### src/rtl/oven_pkg.sv
// ============================================================================
// oven_pkg : shared FSM encoding, step tables and step decoder
// Revision : 1.0
// ============================================================================
`default_nettype none

package oven_pkg;

  localparam logic [2:0] ST_OFF      = 3'd0;
  localparam logic [2:0] ST_SET_TEMP = 3'd1;
  localparam logic [2:0] ST_SET_TIME = 3'd2;
  localparam logic [2:0] ST_PREHEAT  = 3'd3;
  localparam logic [2:0] ST_COOK     = 3'd4;
  localparam logic [2:0] ST_DONE     = 3'd5;

  localparam int STEP_W = 9;

  localparam logic [STEP_W-1:0] TEMP_STEP [5] = '{9'd5, 9'd10, 9'd25, 9'd50, 9'd100};
  localparam logic [STEP_W-1:0] TIME_STEP [5] = '{9'd5, 9'd10, 9'd30, 9'd60, 9'd300};

  // Anything other than exactly one bit set on the selector yields a zero step.
  function automatic logic [STEP_W-1:0] step_decode(input logic [4:0] sel,
                                                    input logic       is_time);
    logic [STEP_W-1:0] step;
    step = '0;
    for (int i = 0; i < 5; i++) begin
      if (sel == (5'd1 << i)) begin
        step = is_time ? TIME_STEP[i] : TEMP_STEP[i];
      end
    end
    return step;
  endfunction

endpackage

`default_nettype wire

### src/rtl/oven_key_edge.sv
// ============================================================================
// oven_key_edge : active-low key press detection and confirm generation
// Revision      : 1.0
// ============================================================================
`default_nettype none

module oven_key_edge (
  input  logic clk,
  input  logic rst,
  input  logic key0,
  input  logic key1,
  output logic inc,
  output logic dec,
  output logic confirm
);

  logic key0_q;
  logic key1_q;
  logic up_fall;
  logic down_fall;
  logic both_low;
  logic both_low_q;

  always_ff @(posedge clk) begin
    if (rst) begin
      key0_q <= 1'b1;
      key1_q <= 1'b1;
    end else begin
      key0_q <= key0;
      key1_q <= key1;
    end
  end

  assign up_fall    = key1_q & ~key1;
  assign down_fall  = key0_q & ~key0;
  assign both_low   = ~key0 & ~key1;
  assign both_low_q = ~key0_q & ~key1_q;

  // A press only counts as up/down while the other key is released.
  assign inc     = up_fall & key0;
  assign dec     = down_fall & key1;
  assign confirm = both_low & ~both_low_q;

endmodule

`default_nettype wire

### src/rtl/oven_sequencer.sv
// ============================================================================
// oven_sequencer : oven control FSM with clamped setpoints and tick countdown
// Revision       : 1.0
// ============================================================================
`default_nettype none

module oven_sequencer
  import oven_pkg::*;
#(
  parameter int TICK_DIV     = 50000000,
  parameter int TEMP_W       = 10,
  parameter int TIME_W       = 13,
  parameter int DEFAULT_TEMP = 300,
  parameter int MIN_TEMP     = 65,
  parameter int MAX_TEMP     = 500,
  parameter int MAX_TIME     = 1800,
  parameter int HYST         = 10
) (
  input  logic              clk,
  input  logic              rst,
  input  logic              pwr,
  input  logic              key0,
  input  logic              key1,
  input  logic [5:0]        sw,
  input  logic [TEMP_W-1:0] cur_temp,
  output logic [TEMP_W-1:0] target_temp,
  output logic [TIME_W-1:0] target_time,
  output logic [TIME_W-1:0] remaining_time,
  output logic [2:0]        state,
  output logic              heat_en,
  output logic              done_alarm
);

  localparam int PRE_W = (TICK_DIV > 1) ? $clog2(TICK_DIV) : 1;

  localparam logic [PRE_W-1:0]  PRE_LAST   = PRE_W'(TICK_DIV - 1);
  localparam logic [TEMP_W-1:0] DEF_TEMP_V = TEMP_W'(DEFAULT_TEMP);
  localparam logic [TEMP_W-1:0] MIN_TEMP_V = TEMP_W'(MIN_TEMP);
  localparam logic [TEMP_W-1:0] MAX_TEMP_V = TEMP_W'(MAX_TEMP);
  localparam logic [TIME_W-1:0] MAX_TIME_V = TIME_W'(MAX_TIME);
  localparam logic [TEMP_W:0]   HYST_V     = (TEMP_W+1)'(HYST);

  logic             key_inc;
  logic             key_dec;
  logic             key_confirm;
  logic [PRE_W-1:0] prescaler;

  logic [TEMP_W:0]   temp_step;
  logic [TEMP_W:0]   temp_sum;
  logic [TEMP_W:0]   temp_diff;
  logic [TEMP_W-1:0] temp_inc;
  logic [TEMP_W-1:0] temp_dec;
  logic [TIME_W:0]   time_step;
  logic [TIME_W:0]   time_sum;
  logic [TIME_W:0]   time_diff;
  logic [TIME_W-1:0] time_inc;
  logic [TIME_W-1:0] time_dec;
  logic              temp_reached;
  logic              temp_low;
  logic              tick;

  oven_key_edge u_key_edge (
    .clk     (clk),
    .rst     (rst),
    .key0    (key0),
    .key1    (key1),
    .inc     (key_inc),
    .dec     (key_dec),
    .confirm (key_confirm)
  );

  assign temp_step = (TEMP_W+1)'(step_decode(sw[4:0], 1'b0));
  assign time_step = (TIME_W+1)'(step_decode(sw[4:0], 1'b1));

  // One extra bit lets overflow and underflow be seen before clamping.
  assign temp_sum  = {1'b0, target_temp} + temp_step;
  assign temp_diff = {1'b0, target_temp} - temp_step;
  assign time_sum  = {1'b0, target_time} + time_step;
  assign time_diff = {1'b0, target_time} - time_step;

  assign temp_inc = (temp_sum >= {1'b0, MAX_TEMP_V}) ? MAX_TEMP_V : temp_sum[TEMP_W-1:0];
  assign temp_dec = (temp_diff[TEMP_W] || (temp_diff <= {1'b0, MIN_TEMP_V}))
                    ? MIN_TEMP_V : temp_diff[TEMP_W-1:0];
  assign time_inc = (time_sum >= {1'b0, MAX_TIME_V}) ? MAX_TIME_V : time_sum[TIME_W-1:0];
  assign time_dec = (time_diff[TIME_W] || (time_diff == '0))
                    ? '0 : time_diff[TIME_W-1:0];

  assign temp_reached = (cur_temp >= target_temp);
  assign temp_low     = (({1'b0, cur_temp} + HYST_V) < {1'b0, target_temp});
  assign tick         = (prescaler == PRE_LAST);

  always_ff @(posedge clk) begin
    if (rst || !pwr) begin
      state          <= ST_OFF;
      target_temp    <= DEF_TEMP_V;
      target_time    <= '0;
      remaining_time <= '0;
      heat_en        <= 1'b0;
      done_alarm     <= 1'b0;
      prescaler      <= '0;
    end else begin
      case (state)
        ST_OFF: begin
          state       <= ST_SET_TEMP;
          target_temp <= DEF_TEMP_V;
          target_time <= '0;
        end

        ST_SET_TEMP: begin
          if (key_inc) begin
            target_temp <= temp_inc;
          end else if (key_dec) begin
            target_temp <= temp_dec;
          end
          if (key_confirm) begin
            state <= ST_SET_TIME;
          end
        end

        ST_SET_TIME: begin
          if (key_inc) begin
            target_time <= time_inc;
          end else if (key_dec) begin
            target_time <= time_dec;
          end
          if (key_confirm && (target_time != '0)) begin
            state   <= ST_PREHEAT;
            heat_en <= 1'b1;
          end
        end

        ST_PREHEAT: begin
          heat_en <= ~temp_reached;
          if (temp_reached) begin
            state          <= ST_COOK;
            remaining_time <= target_time;
            prescaler      <= '0;
          end
        end

        ST_COOK: begin
          if (sw[5]) begin
            heat_en <= 1'b0;
          end else begin
            if (temp_low) begin
              heat_en <= 1'b1;
            end else if (temp_reached) begin
              heat_en <= 1'b0;
            end

            if (tick) begin
              prescaler      <= '0;
              remaining_time <= remaining_time - 1'b1;
              if (remaining_time <= TIME_W'(1)) begin
                state      <= ST_DONE;
                heat_en    <= 1'b0;
                done_alarm <= 1'b1;
              end
            end else begin
              prescaler <= prescaler + 1'b1;
            end
          end
        end

        ST_DONE: begin
          heat_en    <= 1'b0;
          done_alarm <= 1'b1;
          if (key_confirm) begin
            state      <= ST_SET_TEMP;
            done_alarm <= 1'b0;
          end
        end

        default: begin
          state   <= ST_OFF;
          heat_en <= 1'b0;
        end
      endcase
    end
  end

endmodule

`default_nettype wire
### config.mk
export PLATFORM = sky130hd
export DESIGN_NAME = oven_sequencer
export DESIGN_NICKNAME = d
export VERILOG_FILES = /design/src/rtl/oven_pkg.sv /design/src/rtl/oven_key_edge.sv /design/src/rtl/oven_sequencer.sv
export SDC_FILE = /design/constraint.sdc
export NUM_CORES = 1
export LEC_CHECK = 0
export CELL_PAD_IN_SITES_DETAIL_PLACEMENT = 2
export CELL_PAD_IN_SITES_GLOBAL_PLACEMENT = 2
export CORE_MARGIN = 4
export CORE_UTILIZATION = 32
export CTS_BUF_LIST = sky130_fd_sc_hd__clkbuf_4 sky130_fd_sc_hd__clkbuf_8
export DETAILED_ROUTE_END_ITERATION = 8
export PLACE_DENSITY_LB_ADDON = 0.15
export SYNTH_ARGS = -nofsm -noshare
export SYNTH_HDL_FRONTEND = slang
export SYNTH_SLANG_ARGS = --single-unit
### constraint.sdc
create_clock -name clk -period 4.04 [get_ports clk]
set_clock_uncertainty 0.2 [all_clocks]
set_input_delay 0.808 -clock clk [delete_from_list [all_inputs] [get_ports clk]]
set_output_delay 0.808 -clock clk [all_outputs]
set_load 0.02 [all_outputs]
==> metrics.cfg <==
[placement]
port_buffers=61
dp_hpwl_um=21070
dp.cells=1246
place_congestion=0.8614
placed_cell_area_um2=8080
dp_slack_ns=-1.121

[worst_setup_path]
timing.rr.start=target_time[0]
r2r_cells=12
required_ns=4.08
startpoint_type=input port
cp-end-kind=flop
worstPathMaxFanout=6
worstPathArrival_ns=4.10
path_class=input port to flop
r2r-end=target_time[6]
r2r_setup_slack_ns=0.45

[cells_and_area]
diodes=0
final_cell_mix=buf_4, dfxtp_1, nand2_1, nor2_1, a21oi_1
final_util_pct=44.61
fill_cells=2216
fin_area_um2=8738
ff_latch_area_um2=1381
multi_input_area_um2=5014
final_cells=1272
final_common_cell=buf_4
drive_above_1_share_pct=23.34
finalNetCount=1080
syn_to_final_growth_pct=35.90

[global_route]
grt_usage_pct=25.05
grt_pass1_wl_um=45350
grt_antenna_before_repair=0
grt_max_degree=26
overflow=0
grt_pass1_vias=8179

[route]
wl_per_cell_um=23.08
first_iter_violations=295
vias=7512
dr.pass1.iters=5
drc=0
vias_per_cell=5.906
detail-route-antenna-nets=0
routed_wl_um=29350

[pwr]
irDropWorstVdd_mv=0.1186
p_leak_nw=3.377
fin_total_pwr_mw=1.921
power_density_nw_per_um2=219.8

[min_path]
holdPathEnd=prescaler[23]
min_path_cells=2
hold_start=prescaler[23]
hold_path.class=flop to flop

[synthesis]
yosysWarningCount=0
postSynth.asyncResetShare_pct=0
syn-mean-instance-area_um2=7.600
syn_inst=846
ys_seq_elements=69
syn_area_um2=6430
synth_area_leaders=dfxtp_1, ha_1, a21oi_1
synth.top_cell.area_share_pct=21.48
syn_nets=924
synth_edf_count=0
seq_area_frac_synth_pct=21.48
yosysUniqueCellTypes=85
synth_top_area_cell=dfxtp_1
synth_ff_type=dfxtp_1

[die]
die_w_um=149.8
initial_core_util_pct=32.82
rows=51
ios=62
dieHeight_um=149.8
die-area_um2=22430
core_um2=19590

[run_status]
violations=negative setup slack
outcome=complete, but fails checks

[sta]
setup_viol=1
rsz0062_at_grt=true
fmax_mhz=246.2
slew-limit-headroom_pct=43.89
hold_slack_ns=0.2883
tightest_slew_ns=0.8417
maxSlewViolCount=0
finalWorstSetupSlack_ns=-0.02167
min_period_ns=4.062
hold_viol=0
setup_tns_ns=-0.02167
post-route-period-util_pct=100.5

[cts]
hold_buffers=0
clockRootBuffer=clkbuf_8
clkTransAtPathRegs_ns=0.07
clk_latency_ns=0.36
cts_tree=done
cts_buffers=9
clk_path_buf_depth=2
htreeDepth=3
cts_sinks=69

[job]
max_cap_violations=0

critical path: stages:
cell and delay (ns):
buf_6 0.12, xnor2_2 0.13, or4_4 0.62, nand2_4 0.12, ha_4 0.23, buf_6 0.14
nor3_4 0.22, nor3_4 0.07, xnor2_2 0.17, nor3_2 0.27, buf_4 0.17, nand4_1 0.11
or3b_4 0.42, a32o_1 0.26, a32o_1 0.23
cell families after synthesis:
logic type                 share of synthesized area (%)
and+or+nand+nor                                    28.72
AOI/OAI and AO/OA                                  26.85
buffers and inverters                              6.110
DFF                                                21.48
adders and majority gates                          11.56
xor gates and xnor gates                           4.495
muxes                                             0.7784
worst max-delay path by stage:
stage,from,endpoint,slack [ns],cells past startpoint
global route,sw[3],target_temp[0],-0.13,13
finish,sw[1],target_time[6],-0.02,15
global placement,sw[3],target_time[6],-0.73,14
detailed placement,sw[3],target_time[4],-1.12,14
floorplan,sw[2],target_temp[7],0.004,14
CTS,sw[0],target_time[6],0.009,15
synth_stat cells, types with 5 or more instances:
cell type / count
a211oi_1: 16
a21o_1: 7
a21oi_1: 66
a22oi_1: 6
a31o_2: 6
a32o_1: 5
and3_1: 6
buf_2: 5
clkbuf_1: 29
dfxtp_1: 69
ha_1: 53
inv_1: 42
mux2i_1: 5
nand2_1: 68
nand2b_1: 16
nand3_1: 18
nand3b_1: 5
nand4_1: 9
nor2_1: 69
nor2b_1: 16
nor3_1: 43
nor3b_1: 8
nor4_1: 12
o211ai_1: 7
o21a_1: 6
o21ai_0: 52
o31a_1: 5
o31ai_1: 16
o41ai_1: 7
or2_2: 11
or3_1: 16
or4_1: 16
xnor2_1: 21
xor2_1: 12
power breakdown:
group          internal (mW)  leakage [nW]  total, mW  switching, mW
clock network          0.445         0.126      0.744          0.299
registers              0.683         0.557      0.688        0.00513
logic                  0.224          2.70      0.489          0.264
total                   1.35          3.38       1.92          0.569
flip-flops by register name (all words and copies together), names as in the netlist:
| signal | cells |
|---|---|
| prescaler | 26 |
| remaining_time | 13 |
| target_time | 13 |
| target_temp | 10 |
| state | 3 |
| done_alarm | 1 |
| heat_en | 1 |
| u_key_edge.key0_q | 1 |
| u_key_edge.key1_q | 1 |
routing by layer:
layer  wire [µm]  part of all wire, %  GRT usage [%]
met4         866                  3.0          7.457
met3        1061                  3.6          3.362
met2       14750                   50          44.93
met1       12680                   43          31.21
met5           0                    0              0
layout make-up:
cell class                 instances  area share [%]
clock buffer                      11           1.733
clock inverter                     5           1.217
inverter                          42           1.804
multi-input combinational        691           57.37
sequential                        69           15.81
tap                              265           3.794
timing repair buffer             189           18.27
what timing repair did:
| action | 4_1_cts | 5_1_grt |
|---|---|---|
| pin swaps | 14 | 21 |
| endpoints found under the setup margin | 23 | 21 |
| resized for setup | 59 | 41 |
| setup buffers | 6 | 4 |
| endpoints found under the hold margin | 0 | 0 |
Power figures use the tool's default switching activity.
